==> src/rtl/wfg_irq_ctrl_top.sv <==
// Wishbone-slave interrupt controller: edge-latched pending bits, enable mask, one registered irq line.
// Optional macro IRQ_CTRL_PRIO_EN adds a lowest-index-first priority ID register.
module wfg_irq_ctrl_top #(
   parameter int unsigned NUM_IRQ = 8
) (
   input  logic               clk,
   input  logic               rst_n,
   input  logic               wbs_stb_i,
   input  logic               wbs_cyc_i,
   input  logic               wbs_we_i,
   input  logic [31:0]        wbs_dat_i,
   input  logic [31:0]        wbs_adr_i,
   output logic               wbs_ack_o,
   output logic [31:0]        wbs_dat_o,
   input  logic [NUM_IRQ-1:0] irq_src_i,
   output logic               irq_o
);

   localparam logic [1:0] ADDR_PENDING = 2'd0;
   localparam logic [1:0] ADDR_ENABLE  = 2'd1;
   localparam logic [1:0] ADDR_SET     = 2'd2;
   localparam logic [1:0] ADDR_ID      = 2'd3;

   logic               ack_reg;
   logic               ack_next;
   logic [31:0]        dat_o_reg;
   logic [31:0]        dat_o_next;
   logic               irq_reg;
   logic               irq_next;
   logic [NUM_IRQ-1:0] src_q_reg;
   logic [NUM_IRQ-1:0] pending_reg;
   logic [NUM_IRQ-1:0] pending_next;
   logic [NUM_IRQ-1:0] enable_reg;
   logic [NUM_IRQ-1:0] enable_next;

   logic               wr_en;
   logic               rd_en;
   logic [1:0]         reg_sel;
   logic [NUM_IRQ-1:0] wr_data;
   logic [NUM_IRQ-1:0] w1c_mask;
   logic [NUM_IRQ-1:0] set_mask;
   logic [NUM_IRQ-1:0] edge_det;
   logic [NUM_IRQ-1:0] active;
   logic [31:0]        pending_ext;
   logic [31:0]        enable_ext;
   logic [31:0]        id_value;
   logic [31:0]        rd_data;
   logic               unused_bits;

   // Only address bits [3:2] and the low NUM_IRQ data bits carry meaning.
   assign unused_bits = &{1'b0, wbs_adr_i[31:4], wbs_adr_i[1:0], wbs_dat_i};

   // The access (read capture or register write) happens on the edge that raises ack.
   always_comb begin
      ack_next = wbs_stb_i & wbs_cyc_i & ~ack_reg;
      wr_en    = ack_next & wbs_we_i;
      rd_en    = ack_next & ~wbs_we_i;
      reg_sel  = wbs_adr_i[3:2];
      wr_data  = wbs_dat_i[NUM_IRQ-1:0];
   end

   always_comb begin
      w1c_mask    = '0;
      set_mask    = '0;
      enable_next = enable_reg;
      if (wr_en) begin
         case (reg_sel)
            ADDR_PENDING: w1c_mask    = wr_data;
            ADDR_ENABLE:  enable_next = wr_data;
            ADDR_SET:     set_mask    = wr_data;
            default:      ;
         endcase
      end
   end

   // Per-bit edge detect and pending update; new requests always beat a clear.
   generate
      for (genvar gi = 0; gi < NUM_IRQ; gi++) begin : g_bit
         assign edge_det[gi]     = irq_src_i[gi] & ~src_q_reg[gi];
         assign pending_next[gi] = (pending_reg[gi] & ~w1c_mask[gi]) | edge_det[gi] | set_mask[gi];
         assign active[gi]       = pending_reg[gi] & enable_reg[gi];
      end
   endgenerate

   generate
      for (genvar gi = 0; gi < 32; gi++) begin : g_ext
         if (gi < NUM_IRQ) begin : g_live
            assign pending_ext[gi] = pending_reg[gi];
            assign enable_ext[gi]  = enable_reg[gi];
         end else begin : g_zero
            assign pending_ext[gi] = 1'b0;
            assign enable_ext[gi]  = 1'b0;
         end
      end
   endgenerate

`ifdef IRQ_CTRL_PRIO_EN
   // Scan from the top so the lowest active index is the one left standing.
   always_comb begin
      id_value = '0;
      for (int i = NUM_IRQ - 1; i >= 0; i--) begin
         if (active[i]) begin
            id_value = 32'(i + 1);
         end
      end
   end
`else
   assign id_value = '0;
`endif

   always_comb begin
      rd_data = '0;
      case (reg_sel)
         ADDR_PENDING: rd_data = pending_ext;
         ADDR_ENABLE:  rd_data = enable_ext;
         ADDR_SET:     rd_data = '0;
         ADDR_ID:      rd_data = id_value;
         default:      rd_data = '0;
      endcase
   end

   always_comb begin
      dat_o_next = rd_en ? rd_data : 32'd0;
      irq_next   = |active;
   end

   // src_q resets high so a line already asserted at reset release is not a request.
   always_ff @(posedge clk) begin
      if (!rst_n) begin
         ack_reg     <= 1'b0;
         dat_o_reg   <= '0;
         irq_reg     <= 1'b0;
         src_q_reg   <= '1;
         pending_reg <= '0;
         enable_reg  <= '0;
      end else begin
         ack_reg     <= ack_next;
         dat_o_reg   <= dat_o_next;
         irq_reg     <= irq_next;
         src_q_reg   <= irq_src_i;
         pending_reg <= pending_next;
         enable_reg  <= enable_next;
      end
   end

   assign wbs_ack_o = ack_reg;
   assign wbs_dat_o = dat_o_reg;
   assign irq_o     = irq_reg;

endmodule
==> config.mk <==
export PLATFORM = sky130hd
export DESIGN_NAME = wfg_irq_ctrl_top
export DESIGN_NICKNAME = d
export VERILOG_FILES = /design/src/rtl/wfg_irq_ctrl_top.sv
export SDC_FILE = /design/constraint.sdc
export NUM_CORES = 1
export LEC_CHECK = 0
export CORE_ASPECT_RATIO = 1.2
export CORE_UTILIZATION = 31
export DETAILED_ROUTE_END_ITERATION = 16
export PLACE_DENSITY_LB_ADDON = 0.2
export SLEW_MARGIN = 40
export SYNTH_ARGS = -nofsm -noshare
export SYNTH_HDL_FRONTEND = slang
export SYNTH_SLANG_ARGS = --single-unit
==> constraint.sdc <==
create_clock -name clk -period 1.2 [get_ports clk]
set_clock_uncertainty 0.05 [all_clocks]
set_input_delay 0.24 -clock clk [delete_from_list [all_inputs] [get_ports clk]]
set_output_delay 0.24 -clock clk [all_outputs]
set_load 0.01 [all_outputs]
=== After elaboration in Yosys (flattened, before gate mapping) ===
Cells that the tools add are included.

* Register bits: 58
* Latch bits: 0
* Memory bits (writable): 0
* Bits in read-only memories: 0
* Bits of input ports: 77
* Output and inout port bits: 34
* Word-level logic and storage cells: 81
* Memories kept: 0

* Add/subtract/negate cells: 0
* Multipliers: 0
* Div/mod/pow operators: 0
* $lt $le $gt $ge: 0
* Equal/unequal tests: 3
* Shifts and indexed selects: 0
* Muxes and demuxes: 5
* Bitwise operators: 62
* Reduce and logical (&&, ||, !) cells: 5

{| class="wikitable"
|+ Operator list
! operator !! number
|-
| 32-bit one-hot mux with 3 select lines || 1
|-
| 8-bit 2-to-1 mux || 4
|-
| 1-bit AND || 28
|-
| 1-bit NOT || 18
|-
| 1-bit bitwise OR || 16
|-
| 8-bit OR reduction || 1
|-
| 2-bit == test, second input constant || 2
|-
| 2-bit AND reduction || 2
|-
| 2-bit by 1-bit == test with 1-bit output, second input constant || 1
|-
| 2-bit zero test || 1
|-
| 2-bit OR reduction || 1
|}

=== Longest topological paths before layout ===
* Depth after elaboration: 8
* Depth in mapped cells: 5
* Depth with buffers taken out: 3

=== Least setup slack after synthesis ===
Ideal clock, no wire load.

* Path type: register to register
* Start point: reg ack_reg, in the netlist wbs_ack_o
* End point: reg pending_reg[6]
* Library setup time: 0.122 ns
* Arrival time: 1.111 ns
* Required time: 1.028 ns
* Slack: -0.083 ns
* Stages on the path, launching flop included: 6
* Buffers on the path: 2
* Clock period less this slack: 1.283 ns
* Path through: dfxtp_1 and4b_1 buf_6 buf_2 a32oi_1 a21oi_1

* Cells in the longest elaborated chain, start to end: 8
* Elaborated cells between the ends (all ways): 9
* Those cells by class: mux (2); bitwise (7)

{| class="wikitable"
|+ Ends and longest elaborated chain
! item !! RTL line !! text
|-
| start: declaration || 24 || <nowiki>logic ack_reg;</nowiki>
|-
| start signal: assignment || 137 || <nowiki>ack_reg <= ack_next;</nowiki>
|-
| 1-bit NOT * || 55 || <nowiki>ack_next = wbs_stb_i & wbs_cyc_i & ~ack_reg;</nowiki>
|-
| 1-bit AND * || 55 ||
|-
| 1-bit AND * || 56 || <nowiki>wr_en = ack_next & wbs_we_i;</nowiki>
|-
| 8-bit 2-to-1 mux || 66 || <nowiki>if (wr_en) begin</nowiki>
|-
| 1-bit NOT || 80 || <nowiki>assign pending_next[gi] = (pending_reg[gi] & ~w1c_mask[gi]) | edge_det[gi] | set_mask[gi];</nowiki>
|-
| 1-bit AND || 80 ||
|-
| 1-bit bitwise OR || 80 ||
|-
| 1-bit bitwise OR * || 80 ||
|-
| end signal: assignment || 141 || <nowiki>pending_reg <= pending_next;</nowiki>
|-
| end: declaration || 31 || <nowiki>logic [NUM_IRQ-1:0] pending_reg;</nowiki>
|}

Mark *: on every way between the ends. The rest lies on a longest branch, timed or not.
A chain may end at the register's enable or synchronous reset.

=== Worst setup path after layout ===
* Start point: reg ack_reg, in the netlist wbs_ack_o
* End point: reg pending_reg[4]

The elaborated chain is that of the path after synthesis.

==> impl_metrics.csv <==
group,metric,value,unit
setup_path,timing.reg2reg.worst_path_depth,5,
pwr,totalPowerFinal,2.550,mW
setup_path,critical_path.slowest_cell,"sky130_fd_sc_hd__and4b_4",
floorplanning,floorplan.rows,27,
setup_path,crit_family,"simple AND/OR/NAND/NOR gates",
setup_path,crit_chain,"and4b_4 -> buf_12 -> buf_16 -> a31o_1 -> a21oi_2",
drt,viasPerCell,4.418,
sta,min_period_over_period,106.0,%
place,post-dp-hpwl,2241,um
pwr,pwr_density_cell,1183,mW/mm^2
drt,ant_nets_after_route,0,
clock_tree,cts_tree,"yes",
pwr,vdd_drop_max,0.6408,mV
grt,first_global_vias,1146,
sta,final-setup-viol-count,16,
synth,combinational_family_with_the_most_area_after_synthesis,"compound AO/OA/AOI/OAI gates",
setup_path,crit_fanout,6,
sta,timing.final.max_slew_violations,0,
synth,synth_enable_flop_cells,0,
grt,grt.total_usage,13.68,%
setup_path,critPathArrivalTime,1.40,ns
clock_tree,clkSlewWorstSetupHoldPaths,0.07,ns
synth,synth.avg_cell_area,9.092,sq um
synth,synth_simple_gate_area_share,11.81,%
floorplanning,die_x,66.27,um
clock_tree,clockRootBuffer,"sky130_fd_sc_hd__clkbuf_8",
synth,synth_xor_area_share,0,%
sta,period_minus_slack,1.272,ns
drt,drt_iter0_markers,36,
synth,synth_cell_type_count,23,
synth,asyncSetResetFlopFracSynth,0,%
sta,final-hold-violation-count,0,
setup_path,crit_cells,5,
synth,synthTopCellsByCount,"34 x sky130_fd_sc_hd__dfxtp_1, 25 x sky130_fd_sc_hd__buf_4, 16 x sky130_fd_sc_hd__a21oi_1, 16 x sky130_fd_sc_hd__inv_1",
setup_path,reg2reg_to,"pending_reg[4]",
setup_path,timing.critical_path.to_type,"flop",
synth,post_synth_fa_ha_maj_area_fraction,0,%
synth,post_synth_instance_area,0.001536,sq mm
drt,first_pass_iters,4,
hold_path,min_delay_worst_endpoint,"wbs_ack_o",
synth,synth_top_flop_cell,"sky130_fd_sc_hd__dfxtp_1",
final_layout,area_delta_synth_final,40.23,%
synth,share_of_yosys_cell_area_claimed_by_the_top_area_cell_type,44.30,%
clock_tree,clock_latency,0.29,ns
grt,global_route_wire_length_before_repair,5368,um
floorplanning,initial_core_util,32.96,%
floorplanning,io-pin-count,111,
sta,total_negative_setup_slacks,-0.7251,ns
drt,drc,0,
hold_path,min_from,"wbs_cyc_i",
final_layout,layout-drive-gt1-share,19.35,%
drt,routed_wire_length_per_instance,11.96,um
synth,synth.top_cells.by_area,"sky130_fd_sc_hd__dfxtp_1 44%, sky130_fd_sc_hd__buf_4 12%, sky130_fd_sc_hd__a21oi_1 5.2%, sky130_fd_sc_hd__mux2i_1 5.2%, sky130_fd_sc_hd__a31o_1 4.6%",
clock_tree,cts_inserted_buffers,5,
clock_tree,clock-sinks,34,
setup_path,worst-setup-path-type,"reg -> reg",
run_status,run_status,"finished with violations",
grt,grt_start_max_net_pins,13,
setup_path,cp_num_buf_inv,2,
drt,wire_length_reported_by_the_detailed_router,3289,um
place,dp_worst_setup_slack,-0.5611,ns
synth,most_instantiated_library_cell_after_synthesis,"sky130_fd_sc_hd__dfxtp_1",
synth,synth.ff_latch_count,34,
final_layout,num-fill-cells,461,
final_layout,nets,293,
setup_path,crit_path_max_incr_delay,0.34,ns
sta,fmax,786.0,MHz
place,buffers_added_on_ports,32,
final_layout,diodes,0,
floorplanning,core_area,0.004662,sq mm
synth,yosysWarnings,0,
floorplanning,fp.dieArea,0.005243,sq mm
sta,worst_hold_slack,0.4067,ns
synth,post_synth_mux_area_share,5.212,%
synth,synthesized_instance_count,169,
grt,antenna_found_initial,0,
clock_tree,cts.path.max_buffers,2,
setup_path,timing.reg2reg.setup_slack,-0.07,ns
sta,post-route-worst-setup-slack,-0.07228,ns
synth,synth_seq_area_share,44.30,%
synth,synth-compound-area-share,19.46,%
synth,synth.largest_area_cell,"sky130_fd_sc_hd__dfxtp_1",
final_layout,fin_util,46.22,%
place,gp_routability_congestion,0.7628,
run,maxCapViolations,0,
sta,grt_setup_unrepaired,"yes",
hold_path,min-delay-path-class,"in -> reg",
floorplanning,die_height,79.12,um
clock_tree,cts_htree_levels,2,
pwr,cellLeakagePower,0.9215,nW
hold_path,worstHoldPathCells,2,
setup_path,kind_of_start_point_of_the_critical_path,"flop",
setup_path,r2r_start,"wbs_ack_o",
clock_tree,cts.hold.buffers_added,0,
drt,vias,1215,
grt,gr-total-overflow,0,
run_status,failed_checks,"negative setup slack",
setup_path,timing.critical_path.required,1.33,ns
[worst register-to-register path: cells and delay by family, from the launching register on]
family	cells	cell delay, ns
and+or+nand+nor	1	0.34
DFF	1	0.33
AOI/OAI and AO/OA	2	0.20
buffers and inverters	2	0.24
[through the flow]
step,std cells,instance area (sq um)
after floorplan,192,1630
after global placement,262,1884
after detailed placement,262,1884
after CTS,275,2095
after global routing,275,2155
final,275,2155
[routing by layer]
| metal | share of wire [%] | wire length [um] | global-route usage, % | vias to the layer above |
|---|---|---|---|---|
| li1 | - | - | - | 630 |
| met3 | 4.3 | 140 | 4.741 | 4 |
| met4 | 1.1 | 37 | 4.894 | 0 |
| met1 | 44 | 1448 | 16.45 | 541 |
| met5 | 0 | 0 | 0 | - |
| met2 | 51 | 1662 | 22.24 | 40 |
[power breakdown]
part | switching (mW) | internal [mW]
clock network | 0.418 | 0.611
logic | 0.165 | 0.170
registers | 0.0212 | 1.16
[cell families after synthesis]
| family | Yosys count |
|---|---|
| other cells | 1 |
| buf+inv | 48 |
| simple gates | 33 |
| compound gates | 45 |
| mux | 8 |
| flops | 34 |
[timing repair]
item                       4_1_cts  5_1_grt
buffers inserted                 3        1
resized for setup               26       23
pin swaps                        7       11
setup endpoints to repair       23       26
gates cloned                     2        1
[area by class of cell]
type / instances / area, sq um / area share (%)
Clock buffer: 5 / 68.82 / 3.194
Clock inverter: 3 / 40.04 / 1.858
Inverter: 17 / 63.81 / 2.962
Multi-Input combinational cell: 110 / 721.9 / 33.51
Sequential cell: 34 / 681.9 / 31.65
Tap cell: 58 / 72.57 / 3.368
Timing Repair Buffer: 48 / 505.5 / 23.46
[placed cells by master (no fill, tap or decap), types with 2 or more instances in the layout]
master / netlist / routed
sky130_fd_sc_hd__inv_1: 16 / 16
sky130_fd_sc_hd__mux2i_1: 8 / 8
sky130_fd_sc_hd__buf_6: 2 / 3
sky130_fd_sc_hd__a31o_1: 8 / 8
sky130_fd_sc_hd__clkinv_2: 0 / 2
sky130_fd_sc_hd__buf_4: 25 / 9
sky130_fd_sc_hd__buf_16: 0 / 2
sky130_fd_sc_hd__nand2b_1: 9 / 9
sky130_fd_sc_hd__nor2_1: 9 / 9
sky130_fd_sc_hd__a21oi_1: 16 / 10
sky130_fd_sc_hd__nand3_2: 0 / 4
sky130_fd_sc_hd__a22oi_1: 4 / 4
sky130_fd_sc_hd__clkbuf_8: 0 / 5
sky130_fd_sc_hd__a21oi_2: 0 / 6
sky130_fd_sc_hd__nand3_1: 8 / 4
sky130_fd_sc_hd__a32oi_2: 0 / 2
sky130_fd_sc_hd__o21ai_1: 0 / 8
sky130_fd_sc_hd__dlygate4sd2_1: 0 / 11
sky130_fd_sc_hd__conb_1: 1 / 24
sky130_fd_sc_hd__clkdlybuf4s50_1: 0 / 18
sky130_fd_sc_hd__dfxtp_1: 34 / 33
sky130_fd_sc_hd__a32oi_1: 8 / 6
[worst max-delay path by stage]
stage,start,endpoint
after floorplan,wbs_ack_o,pending_reg[6]
after global routing,wbs_ack_o,pending_reg[6]
after CTS,wbs_ack_o,pending_reg[0]
after global placement,wbs_adr_i[3],pending_reg[5]
after detailed placement,wbs_adr_i[3],pending_reg[5]
final,wbs_ack_o,pending_reg[4]
No activity file was read; power rests on OpenSTA's default activity.
